$ cat config.mk
export PLATFORM = sky130hd
export DESIGN_NAME = capture_sequencer
export DESIGN_NICKNAME = d
export VERILOG_FILES = /design/src/rtl/capture_sequencer.sv
export SDC_FILE = /design/constraint.sdc
export NUM_CORES = 1
export LEC_CHECK = 0
export BUFFER_PORTS_ARGS = -buffer_cell sky130_fd_sc_hd__buf_4
export CORE_ASPECT_RATIO = 1.2
export CORE_MARGIN = 8
export CORE_UTILIZATION = 63
export DETAILED_ROUTE_END_ITERATION = 8
export HOLD_SLACK_MARGIN = 0.15
export PLACE_DENSITY = 0.95
export SLEW_MARGIN = 20
export SYNTH_ARGS = -nofsm -noshare
export SYNTH_HDL_FRONTEND = slang
export SYNTH_SLANG_ARGS = --single-unit
$ cat constraint.sdc
create_clock -name clk -period 8.6 [get_ports clk]
set_input_delay 0.43 -clock clk [delete_from_list [all_inputs] [get_ports clk]]
set_output_delay 0.43 -clock clk [all_outputs]
set_load 0.01 [all_outputs]
$ cat src/rtl/capture_sequencer.sv
// Capture sequencer for the logic-analyzer channel RAMs: write addressing,
// pre-trigger fill tracking, post-trigger counting and completion pulse.
module capture_sequencer #(
  parameter int ENTRIES = 384,
  parameter int LOG2    = 9
) (
  input  logic            clk,
  input  logic            rst,
  input  logic            run,
  input  logic            capture_done,
  input  logic            smpl_en,
  input  logic            trig,
  input  logic [LOG2-1:0] trig_pos,
  output logic            we,
  output logic [LOG2-1:0] waddr,
  output logic [LOG2-1:0] ram_addr,
  output logic            armed,
  output logic            triggered,
  output logic            capturing,
  output logic            set_capture_done
);

  typedef enum logic [1:0] {
    ST_IDLE = 2'd0,
    ST_PRE  = 2'd1,
    ST_POST = 2'd2,
    ST_DONE = 2'd3
  } state_e;

  localparam logic [LOG2:0]   ENTRIES_W = (LOG2+1)'(ENTRIES);
  localparam logic [LOG2-1:0] LAST_ADDR = LOG2'(ENTRIES - 1);
  localparam logic [LOG2-1:0] ONE       = LOG2'(1'b1);

  state_e          state_r, state_s;
  logic [LOG2-1:0] waddr_r, waddr_s;
  logic [LOG2-1:0] ram_addr_r, ram_addr_s;
  logic [LOG2-1:0] smpl_cnt_r, smpl_cnt_s;
  logic [LOG2-1:0] post_cnt_r, post_cnt_s;
  logic            armed_r, armed_s;
  logic            triggered_r, triggered_s;
  logic            done_r, done_s;
  logic [LOG2-1:0] post_len_s;
  logic [LOG2-1:0] fill_len_s;
  logic            in_capture_s;
  logic            abort_s;
  logic            wr_s;

  // Clamp the trigger position into [1, ENTRIES-1] and derive the pre-fill target.
  always_comb begin
    post_len_s = trig_pos;
    if (trig_pos == '0) begin
      post_len_s = ONE;
    end else if ({1'b0, trig_pos} >= ENTRIES_W) begin
      post_len_s = LAST_ADDR;
    end else begin
      post_len_s = trig_pos;
    end
    fill_len_s = LOG2'(ENTRIES_W - {1'b0, post_len_s});
  end

  // A sample strobe landing in an abort cycle is dropped rather than written.
  assign in_capture_s = (state_r == ST_PRE) || (state_r == ST_POST);
  assign abort_s      = in_capture_s && (!run || capture_done);
  assign wr_s         = in_capture_s && smpl_en && !abort_s;

  // Next-state, address and counter updates.
  always_comb begin
    state_s     = state_r;
    waddr_s     = waddr_r;
    ram_addr_s  = ram_addr_r;
    smpl_cnt_s  = smpl_cnt_r;
    post_cnt_s  = post_cnt_r;
    armed_s     = armed_r;
    triggered_s = triggered_r;
    done_s      = 1'b0;

    if (wr_s) begin
      ram_addr_s = waddr_r;
      if (waddr_r == LAST_ADDR) begin
        waddr_s = '0;
      end else begin
        waddr_s = waddr_r + ONE;
      end
    end else begin
      ram_addr_s = ram_addr_r;
      waddr_s    = waddr_r;
    end

    case (state_r)
      ST_IDLE: begin
        if (run && !capture_done) begin
          state_s     = ST_PRE;
          waddr_s     = '0;
          smpl_cnt_s  = '0;
          post_cnt_s  = '0;
          armed_s     = 1'b0;
          triggered_s = 1'b0;
        end else begin
          state_s = ST_IDLE;
        end
      end
      ST_PRE: begin
        if (abort_s) begin
          state_s     = ST_IDLE;
          armed_s     = 1'b0;
          triggered_s = 1'b0;
        end else begin
          if (smpl_en) begin
            if (smpl_cnt_r < fill_len_s) begin
              smpl_cnt_s = smpl_cnt_r + ONE;
            end else begin
              smpl_cnt_s = smpl_cnt_r;
            end
            if (smpl_cnt_s >= fill_len_s) begin
              armed_s = 1'b1;
            end else begin
              armed_s = armed_r;
            end
          end else begin
            smpl_cnt_s = smpl_cnt_r;
          end
          // Trigger is qualified by the arming state from before this cycle's write.
          if (trig && armed_r) begin
            state_s     = ST_POST;
            triggered_s = 1'b1;
          end else begin
            state_s = ST_PRE;
          end
        end
      end
      ST_POST: begin
        if (abort_s) begin
          state_s     = ST_IDLE;
          armed_s     = 1'b0;
          triggered_s = 1'b0;
        end else if (smpl_en) begin
          post_cnt_s = post_cnt_r + ONE;
          if (post_cnt_s == post_len_s) begin
            state_s = ST_DONE;
            done_s  = 1'b1;
          end else begin
            state_s = ST_POST;
          end
        end else begin
          state_s = ST_POST;
        end
      end
      ST_DONE: begin
        if (!capture_done && run) begin
          state_s     = ST_PRE;
          waddr_s     = '0;
          smpl_cnt_s  = '0;
          post_cnt_s  = '0;
          armed_s     = 1'b0;
          triggered_s = 1'b0;
        end else if (!capture_done) begin
          state_s = ST_IDLE;
        end else begin
          state_s = ST_DONE;
        end
      end
      default: begin
        state_s = ST_IDLE;
      end
    endcase
  end

  // State and datapath registers with synchronous reset.
  always_ff @(posedge clk) begin
    if (rst) begin
      state_r     <= ST_IDLE;
      waddr_r     <= '0;
      ram_addr_r  <= '0;
      smpl_cnt_r  <= '0;
      post_cnt_r  <= '0;
      armed_r     <= 1'b0;
      triggered_r <= 1'b0;
      done_r      <= 1'b0;
    end else begin
      state_r     <= state_s;
      waddr_r     <= waddr_s;
      ram_addr_r  <= ram_addr_s;
      smpl_cnt_r  <= smpl_cnt_s;
      post_cnt_r  <= post_cnt_s;
      armed_r     <= armed_s;
      triggered_r <= triggered_s;
      done_r      <= done_s;
    end
  end

  assign we               = wr_s;
  assign waddr            = waddr_r;
  assign ram_addr         = ram_addr_r;
  assign armed            = armed_r;
  assign triggered        = triggered_r;
  assign capturing        = in_capture_s;
  assign set_capture_done = done_r;

endmodule

==> impl_metrics.py <==
metrics = {
    "floorplan": {
        "floorplan.io_pins": 38,
        "die-area_sq_um": 7130,
        "die_w_microns": 78.4,
        "die_h_microns": 90.9,
        "start_util_pct": 64.6,
        "core_area_sq_um": 4560,
        "std_cell_rows": 27,
    },
    "logic_synthesis": {
        "yosysWarnings": 0,
        "synth-compound-area-share_pct": 19.3,
        "synth.cell_area_sq_um": 2940,
        "synth_area_per_cell_sq_um": 7.77,
        "ys.flop_type": "dfxtp_1",
        "synth_xor_xnor_area_share_pct": 8.84,
        "synth_fp_nets": 414,
        "synth.mux.area_fraction_pct": 2.89,
        "synth_fa_ha_area_share_pct": 9.22,
        "synth_top_area_share_pct": 27.9,
        "ys_top_cells_by_area": "dfxtp_1 (28%), ha_1 (8.5%), nor2_1 (6.1%)",
        "synthCells": 379,
        "synth_common_cells": "nor2_1 (48), nand2_1 (45), dfxtp_1 (41)",
        "synth_edf_count": 0,
        "synth_most_common_cell": "nor2_1",
        "ys_ff_latch": 41,
        "ys_types": 64,
        "ys_seq_area_share_pct": 27.9,
        "synth_top_family_by_area": "simple AND/OR/NAND/NOR gates",
        "synth_top_area_cell": "dfxtp_1",
        "yosys.area_share.simple_pct": 26.9,
        "synthArstFlopShare_pct": 0,
    },
    "sta": {
        "rsz0062_at_grt": "false",
        "post-route-period-util_pct": 67.3,
        "skew_ps": 6.86,
        "final_hold_viol_count": 0,
        "fin_crit_ps": 5780,
        "setup_viol": 0,
        "tightest_slew_ps": 802,
        "fmaxAchievable_mhz": 173,
        "drv_slew": 0,
        "slew_headroom_pct": 46.2,
        "final.setup.tns_ps": 0,
    },
    "place": {
        "gp_congestion": 0.918,
        "io_buffers": 37,
        "dpl.hpwl_mm": 5.58,
    },
    "worst_setup_path": {
        "rrSetupSlack_ps": 4200,
        "critPathKind": "input port to flop",
        "endpoint_kind": "flop",
        "timing.rr.end": "armed",
        "cp.arrival_ps": 6010,
        "r2r_cells": 16,
        "crit_start": "trig_pos[3]",
        "crit_path_start_kind": "input port",
        "crit_fanout": 9,
        "r2r-start": "smpl_cnt_r[4]",
        "required_ps": 8830,
    },
    "clock_network": {
        "cts-root-buf": "clkbuf_8",
        "cts_buffers": 5,
        "cts_resized": 0,
        "cts_buffer_depth": 2,
        "cts_tree": "done",
        "cts_setup_buffers": 0,
        "cts.sinks": 41,
        "htreeDepth": 2,
        "holdBufCountCts": 0,
        "cts.clk_slew.worst_paths_ps": 80,
        "insertion_delay_ps": 300,
    },
    "flow_run": {
        "drv_cap": 0,
    },
    "hold_path": {
        "hold_start": "ram_addr[1]",
        "min_path_cells": 2,
        "hold_end": "ram_addr[1]",
        "min_path_type": "flop to flop",
    },
    "layout": {
        "num-nets-final": 438,
        "seqCellArea_sq_um": 821,
        "multiInputGateArea_sq_um": 1980,
        "drive_above_1_share_pct": 14.6,
        "area_growth_pct": 12.7,
        "diodes": 0,
        "n_fill_cell": 359,
    },
    "outcome": {
        "run_status": "complete, no violations",
    },
    "power_and_ir_drop": {
        "sw_frac_of_total_pct": 25.2,
        "pwr-share-seq_pct": 46.7,
        "power_uw": 408,
        "vdd_drop_max_mv": 0.135,
        "combPwrFrac_pct": 13.3,
        "p_sw_uw": 103,
        "pwr_density_cell_nw_per_um2": 123,
        "intPower_uw": 306,
        "pwr-share-clk_pct": 40.0,
        "power.leakage_nw": 1.27,
    },
    "drt": {
        "vias": 2852,
        "via_per_inst": 6.17,
        "final_antenna_net_count": 0,
        "dr.pass1.iters": 4,
        "dr.first_iter.drc_count": 147,
        "routedWlPerCell_microns": 16.1,
        "wirelength_mm": 7.44,
        "drc_errors": 0,
    },
    "global_route": {
        "grt_max_degree": 32,
        "grt_antenna_before_repair": 0,
        "grt_pass1_wl_mm": 12.4,
        "grtUsageTotal_pct": 20.8,
        "grt-ovfl-total": 0,
        "grt_pass1_vias": 2783,
    },
}
==> stage by stage <==
stage | instances | util (%) | setup slack (ps) | hold WS [ps] | instance area [sq um]
6_report | 462 | 72.7 | 2820 | 457 | 3320
5_1_grt | 462 | 72.7 | 2420 | 474 | 3320
4_1_cts | 462 | 72.7 | 2800 | 458 | 3320
3_5_place_dp | 454 | 70.1 | 2500 | 447 | 3200
3_3_place_gp | 454 | 70.1 | 2700 | 445 | 3200
2_1_floorplan | 379 | - | 3000 | 458 | 2940
==> cells in the final DEF, fill, tap and decap left out, types with 2 or more instances in the layout <==
cell type and instances:
ha_1 20, mux2_1 2, a221oi_1 2, o22a_1 2, a32oi_1 5, xor2_1 8
nor4_1 3, a31oi_1 4, a311oi_1 3, o211ai_1 3, dfxtp_1 41, buf_4 37
nand3_1 18, clkbuf_8 6, a2111o_1 2, inv_1 12, a21o_1 2, nor3_1 11
o21ai_0 14, nand4_1 5, nand2b_1 5, nor2b_1 3, xnor2_1 18, nand2_1 45
a31o_2 2, nor3b_1 4, nor2_1 48, and3_1 10, a21oi_1 29, mux2i_1 4
mux2_2 2, and2_1 3
==> routing by layer <==
metal / global-route usage (%) / vias up / share of wire (%)
li1: - / 1388 / -
met1: 23.2 / 1341 / 40
met2: 36.7 / 104 / 51
met3: 4.18 / 19 / 5.7
met4: 8.98 / 0 / 2.5
met5: 0 / - / 0
==> sequential cells by signal (all words and copies together) (netlist names) <==
register	count
triggered	1
post_cnt_r	9
state_r	2
smpl_cnt_r	9
armed	1
ram_addr	9
set_capture_done	1
waddr	9
==> area by class of cell <==
class                   instances  area share [%]
clock buffers                   6            2.49
multi-input cells             305            59.6
inverters                      13            1.47
flip-flops and latches         41            24.7
repair buffers                 37            8.37
well taps                      58            2.19
clock inverters                 2            1.13
==> cell families (layout without fill, tap and decap cells) <==
logic type	Yosys count	count (layout)
and+or+nand+nor	164	164
AOI/OAI and AO/OA	83	83
DFF	41	41
buffers and inverters	33	58
xor gates and xnor gates	28	28
adders and majority gates	22	22
muxes	8	8
==> worst max-delay path by stage <==
| stage | cells after the start | end |
|---|---|---|
| floorplan | 26 | armed |
| global placement | 25 | armed |
| detailed placement | 25 | armed |
| CTS | 25 | armed |
| global route | 25 | armed |
| finish | 25 | armed |
==> worst max-delay path: stages <==
cell	delay [ps]
buf_4	140
nor4_4	540
a211o_1	250
inv_1	70
ha_1	230
nand2b_1	110
nor2_1	60
xnor2_1	140
nand2_1	110
ha_1	320
nand4_1	140
a2111oi_2	350
o32ai_2	190
maj3_1	370
o21a_1	270
mux2_1	370
ha_1	290
a2111o_1	360
a31o_2	240
a21oi_1	150
a311o_1	130
o32ai_1	70
maj3_2	320
o211ai_2	150
mux2i_1	210
==> power by group through the flow <==
stage | logic [mW] | registers [mW] | clock network (mW)
after floorplan | 0.0377 | 0.195 | 0
after global placement | 0.0515 | 0.195 | 0
after detailed placement | 0.0532 | 0.195 | 0
after CTS | 0.0536 | 0.191 | 0.163
after global routing | 0.0598 | 0.191 | 0.170
final | 0.0542 | 0.191 | 0.163
(Power assumes the default switching activity.)
